$ cat config.mk
export PLATFORM = sky130hd
export DESIGN_NAME = terminate_fire_ctrl
export DESIGN_NICKNAME = d
export VERILOG_FILES = /design/src/rtl/term_pkg.sv /design/src/rtl/sync2.sv /design/src/rtl/terminate_fire_ctrl.sv
export SDC_FILE = /design/constraint.sdc
export NUM_CORES = 1
export LEC_CHECK = 0
export CAP_MARGIN = 10
export CORE_MARGIN = 5
export CORE_UTILIZATION = 30
export DETAILED_ROUTE_END_ITERATION = 8
export GPL_TIMING_DRIVEN = 0
export PLACE_DENSITY = 0.54
export SKIP_LAST_GASP = 1
export SYNTH_ARGS = -nofsm -noshare
export SYNTH_HDL_FRONTEND = slang
export SYNTH_SLANG_ARGS = --single-unit
$ cat constraint.sdc
create_clock -name clk -period 2.93 [get_ports clk]
set_input_delay 0.586 -clock clk [delete_from_list [all_inputs] [get_ports clk]]
set_output_delay 0.586 -clock clk [all_outputs]
set_load 0.01 [all_outputs]
$ cat src/rtl/term_pkg.sv
// Shared types and defaults for the termination igniter controller.
package term_pkg;

  typedef enum logic [2:0] {
    ST_IDLE  = 3'd0,
    ST_QUAL  = 3'd1,
    ST_ARM   = 3'd2,
    ST_FIRE  = 3'd3,
    ST_COOL  = 3'd4,
    ST_DONE  = 3'd5,
    ST_FAULT = 3'd6
  } state_t;

  localparam int SHOT_W = 4;

  localparam int DEF_QUAL_CYCLES = 8;
  localparam int DEF_ARM_CYCLES  = 16;
  localparam int DEF_FIRE_CYCLES = 32;
  localparam int DEF_COOL_CYCLES = 64;
  localparam int DEF_MAX_SHOTS   = 3;
  localparam int DEF_CNT_W       = 16;

  // Shot counter stops at all-ones rather than wrapping back to zero.
  function automatic logic [SHOT_W-1:0] sat_inc(input logic [SHOT_W-1:0] v);
    return (v == {SHOT_W{1'b1}}) ? v : v + SHOT_W'(1);
  endfunction

endpackage

$ cat src/rtl/sync2.sv
// Two-flop synchroniser for a single asynchronous pin.
module sync2 (
  input  logic clk,
  input  logic rst,
  input  logic d,
  output logic q
);

  logic meta;

  always_ff @(posedge clk) begin
    if (rst) begin
      meta <= 1'b0;
      q    <= 1'b0;
    end else begin
      meta <= d;
      q    <= meta;
    end
  end

endmodule

$ cat src/rtl/terminate_fire_ctrl.sv
// Termination igniter sequencer: qualify request, arm, fire with retries,
// verify igniter opened, then latch DONE or FAULT until reset.
//
// state    | meaning
// ---------+----------------------------------------------------------
// IDLE     | waiting for synchronised terminate request
// QUAL     | request must stay high QUAL_CYCLES in a row
// ARM      | committed; armed dwell, continuity checked at the end
// FIRE     | igniter driven for FIRE_CYCLES
// COOL     | post-shot dwell, continuity decides done / retry / fault
// DONE     | igniter confirmed open; terminal
// FAULT    | open at arm or still intact after MAX_SHOTS; terminal
module terminate_fire_ctrl
  import term_pkg::*;
#(
  parameter int QUAL_CYCLES = DEF_QUAL_CYCLES,
  parameter int ARM_CYCLES  = DEF_ARM_CYCLES,
  parameter int FIRE_CYCLES = DEF_FIRE_CYCLES,
  parameter int COOL_CYCLES = DEF_COOL_CYCLES,
  parameter int MAX_SHOTS   = DEF_MAX_SHOTS,
  parameter int CNT_W       = DEF_CNT_W
) (
  input  logic              clk,
  input  logic              rst,
  input  logic              terminate_req,
  input  logic              continuity,
  output logic              armed_out,
  output logic              fire_out,
  output logic              done,
  output logic              fault,
  output logic [SHOT_W-1:0] shot_count
);

  localparam logic [CNT_W-1:0]  QUAL_TC  = CNT_W'(QUAL_CYCLES - 1);
  localparam logic [CNT_W-1:0]  ARM_TC   = CNT_W'(ARM_CYCLES - 1);
  localparam logic [CNT_W-1:0]  FIRE_TC  = CNT_W'(FIRE_CYCLES - 1);
  localparam logic [CNT_W-1:0]  COOL_TC  = CNT_W'(COOL_CYCLES - 1);
  localparam logic [SHOT_W-1:0] SHOT_MAX = SHOT_W'(MAX_SHOTS);

  logic             req_s;
  logic             cont_s;
  state_t           state;
  logic [CNT_W-1:0] cnt;

  sync2 u_sync_req (
    .clk (clk),
    .rst (rst),
    .d   (terminate_req),
    .q   (req_s)
  );

  sync2 u_sync_cont (
    .clk (clk),
    .rst (rst),
    .d   (continuity),
    .q   (cont_s)
  );

  // The dwell counter restarts from zero on every state change; each state
  // leaves when the counter reaches its own terminal count.
  always_ff @(posedge clk) begin
    if (rst) begin
      state      <= ST_IDLE;
      cnt        <= '0;
      shot_count <= '0;
      armed_out  <= 1'b0;
      fire_out   <= 1'b0;
      done       <= 1'b0;
      fault      <= 1'b0;
    end else begin
      unique case (state)
        ST_IDLE: begin
          cnt <= '0;
          if (req_s) begin
            state <= ST_QUAL;
          end
        end

        ST_QUAL: begin
          if (!req_s) begin
            state <= ST_IDLE;
            cnt   <= '0;
          end else if (cnt == QUAL_TC) begin
            state     <= ST_ARM;
            cnt       <= '0;
            armed_out <= 1'b1;
          end else begin
            cnt <= cnt + CNT_W'(1);
          end
        end

        ST_ARM: begin
          if (cnt == ARM_TC) begin
            cnt <= '0;
            if (!cont_s) begin
              state     <= ST_FAULT;
              armed_out <= 1'b0;
              fault     <= 1'b1;
            end else begin
              state      <= ST_FIRE;
              fire_out   <= 1'b1;
              shot_count <= sat_inc(shot_count);
            end
          end else begin
            cnt <= cnt + CNT_W'(1);
          end
        end

        ST_FIRE: begin
          if (cnt == FIRE_TC) begin
            state    <= ST_COOL;
            cnt      <= '0;
            fire_out <= 1'b0;
          end else begin
            cnt <= cnt + CNT_W'(1);
          end
        end

        ST_COOL: begin
          if (cnt == COOL_TC) begin
            cnt <= '0;
            if (!cont_s) begin
              state     <= ST_DONE;
              armed_out <= 1'b0;
              done      <= 1'b1;
            end else if (shot_count < SHOT_MAX) begin
              state      <= ST_FIRE;
              fire_out   <= 1'b1;
              shot_count <= sat_inc(shot_count);
            end else begin
              state     <= ST_FAULT;
              armed_out <= 1'b0;
              fault     <= 1'b1;
            end
          end else begin
            cnt <= cnt + CNT_W'(1);
          end
        end

        ST_DONE: begin
          cnt       <= '0;
          armed_out <= 1'b0;
          fire_out  <= 1'b0;
          done      <= 1'b1;
        end

        ST_FAULT: begin
          cnt       <= '0;
          armed_out <= 1'b0;
          fire_out  <= 1'b0;
          fault     <= 1'b1;
        end

        default: begin
          state     <= ST_IDLE;
          cnt       <= '0;
          armed_out <= 1'b0;
          fire_out  <= 1'b0;
        end
      endcase
    end
  end

endmodule

==> run_results.csv <==
group,metric,value,unit
outcome,status,"complete, no violations",
worst_setup_path,path_max_fanout,10,
logic_synthesis,synth_top_area_share,0.368,
logic_synthesis,yosysWarningCount,0,
worst_setup_path,critical_path_class,"reg2reg",
worst_setup_path,r2r-start,"cnt[0]",
worst_setup_path,crit_arrival,2870,ps
logic_synthesis,synth-edff-count,0,
cells_and_area,antenna_cells,0,
timing,maxSlewHeadroom,0.623,
timing,final.setup.tns,0,ps
logic_synthesis,synth_area,1690,um^2
cells_and_area,areaGrowthSynthToFinish,17.0,%
worst_setup_path,critPathLaunch,"cnt[0]",
floorplan,ioPinCount,12,
logic_synthesis,postSynthCellCount,196,
routing,drt_iter0_markers,87,
clock_tree,clockBufferDepth,2,
cells_and_area,post-route-util,0.361,
timing,rsz0062_at_grt,"false",
cells_and_area,stdcell_area,1980,um^2
clock_tree,cts.sinks,31,
global_routing,use_met3,0.0252,
clock_tree,htree_levels,2,
floorplan,start_util,0.308,
placement,post_dp_cell_area,1890,um^2
logic_synthesis,synth_flop_cell,"dfxtp_1",
cells_and_area,layout_common_cells,"dfxtp_1, nor2_1, a21oi_1",
timing,final-max-slew-violation-count,0,
cells_and_area,drive_gt1_frac,0.136,
routing,vias,1472,
clock_tree,cts_tree,"built",
worst_setup_path,end_kind,"register",
cells_and_area,nets,220,
global_routing,gr-total-overflow,0,
timing,finalCritPeriodShare,0.923,
global_routing,grt_pass1_wl,6.31,mm
hold_path,min_from,"u_sync_req.meta",
timing,fin_skew,8.17,ps
global_routing,grtUsageMet1,0.139,
logic_synthesis,synth_seq_cells,31,
timing,tightest_slew,561,ps
timing,setup_viol,0,
global_routing,met2_usage,0.165,
power_and_ir_drop,power.density_cell_area,608,nW/um^2
routing,drtAntennaViolNets,0,
hold_path,min_path_type,"reg2reg",
floorplan,die_area,7230,um^2
logic_synthesis,synth.area.top_cells,"dfxtp_1, nor2_1, xor2_1, a21oi_1, nor3_1",
power_and_ir_drop,peakVddDrop,0.000261,V
clock_tree,hold_buffers,0,
timing,fmax,370,MHz
clock_tree,clk_pin_slew,60,ps
routing,routed_via_density,5.15,
job,max_cap_viol_count,0,
floorplan,core,5470,um^2
worst_setup_path,cp_data_required_time,3090,ps
floorplan,die_h,85.0,um
logic_synthesis,synth_nets,202,
logic_synthesis,yosysSeqAreaShare,0.368,
global_routing,track_usage,0.106,
routing,drc,0,
logic_synthesis,syn_avg_cell_area,8.61,um^2
floorplan,die_w,85.0,um
global_routing,grt_pass1_vias,1386,
worst_setup_path,critPathLaunchType,"register",
cells_and_area,layout_commonest_cell,"dfxtp_1",
global_routing,antenna_found_initial,0,
clock_tree,numCtsBuffers,5,
floorplan,placementRows,27,
timing,hold_violations,0,
power_and_ir_drop,p_leak,0.000663,uW
timing,fin_crit,2700,ps
logic_synthesis,ys_types,53,
clock_tree,clock_latency,280,ps
placement,numPortBuffers,11,
logic_synthesis,synth_largest_area_cell,"dfxtp_1",
routing,drt_wl_total,3.59,mm
global_routing,grt_max_degree,11,
routing,drt_pass1_iterations,4,
logic_synthesis,async_reset_ff_frac,0,
placement,hpwl,2.59,mm
clock_tree,root_buffer,"clkbuf_8",
global_routing,top_usage_layer,"met2",
placement,place_congestion,0.775,
routing,wl_per_cell,12.5,um
through the flow:
step | worst slack [ps] | hold WS, ps | std cells | total power, uW
after floorplan | 552 | 414 | 196 | 767
after global placement | 198 | 419 | 279 | 869
final | 226 | 435 | 286 | 1200
after CTS | 166 | 442 | 286 | 1210
after detailed placement | 197 | 427 | 279 | 868
after global routing | 58.8 | 465 | 286 | 1290
power by group:
part / switching (uW) / internal (uW) / total, uW / leakage (uW)
logic: 230 / 162 / 392 / 0.000365
registers: 20.6 / 451 / 471 / 0.000251
clock network: 154 / 184 / 338 / 0.0000470
kinds of logic (layout without fill, tap and decap cells):
kind of cell	after synthesis	after routing	share of synthesized area
adder cells (fa/ha/maj)	2	2	0.0148
flip-flops	31	31	0.368
AO/OA/AOI/OAI	42	42	0.167
buffers and inverters	14	32	0.0430
XOR/XNOR	14	14	0.0726
AND/OR/NAND/NOR	92	92	0.328
multiplexers	1	1	0.00667
metal layers:
metal	vias to the layer above	share of wire
met1	687	0.50
met2	28	0.45
met3	6	0.033
met4	0	0.017
met5	-	0
li1	751	-
worst max-delay path, stage by stage (launching register included):
cell	delay (ps)
dfxtp_1	400
ha_1	320
or4b_4	550
nor4_1	550
or2_2	220
a211o_1	220
buf_2	250
nor2_1	70
flip-flops by register name, summed over array words and instances (netlist names):
signal	count
cnt	16
u_sync_req.meta	1
done	1
state	3
u_sync_req.q	1
fire_out	1
fault	1
armed_out	1
shot_count	4
u_sync_cont.q	1
u_sync_cont.meta	1
synth_stat cells (2+ instances only):
| library cell | instances |
|---|---|
| ha_1 | 2 |
| o22ai_1 | 2 |
| a41o_1 | 2 |
| nand2_1 | 7 |
| nor4_1 | 3 |
| a21oi_1 | 15 |
| nand3_1 | 8 |
| xor2_1 | 9 |
| nor2b_1 | 5 |
| or4_1 | 2 |
| buf_6 | 2 |
| or3_2 | 2 |
| nand2b_1 | 4 |
| or2_2 | 4 |
| inv_1 | 7 |
| o211ai_1 | 2 |
| clkbuf_1 | 3 |
| and3_1 | 6 |
| nand4_1 | 4 |
| nor4_4 | 2 |
| or4b_2 | 2 |
| nor3_1 | 9 |
| nor2_1 | 23 |
| dfxtp_1 | 31 |
| o21ai_0 | 7 |
| o31ai_1 | 2 |
| xnor2_1 | 5 |
repair_timing:
action	4_1_cts	5_1_grt
setup endpoints to repair	0	1
gates resized for setup	0	0
buffers inserted	0	0
final timing paths:
path	slack, ps	end	cells after the start
max	230	cnt[14]	7
min	440	u_sync_req.q	1
max reg2reg	230	cnt[14]	7
min reg2reg	440	u_sync_req.q	1
layout make-up:
cell class,instances,area (um^2)
buffer,7,46.3
clock buffer,6,82.6
clock inverter,1,5.00
fill,586,3500
inverter,7,26.3
multi-input combinational,151,995
sequential,31,621
tap,72,90.1
timing repair buffer,11,110
(Power assumes the default switching activity.)
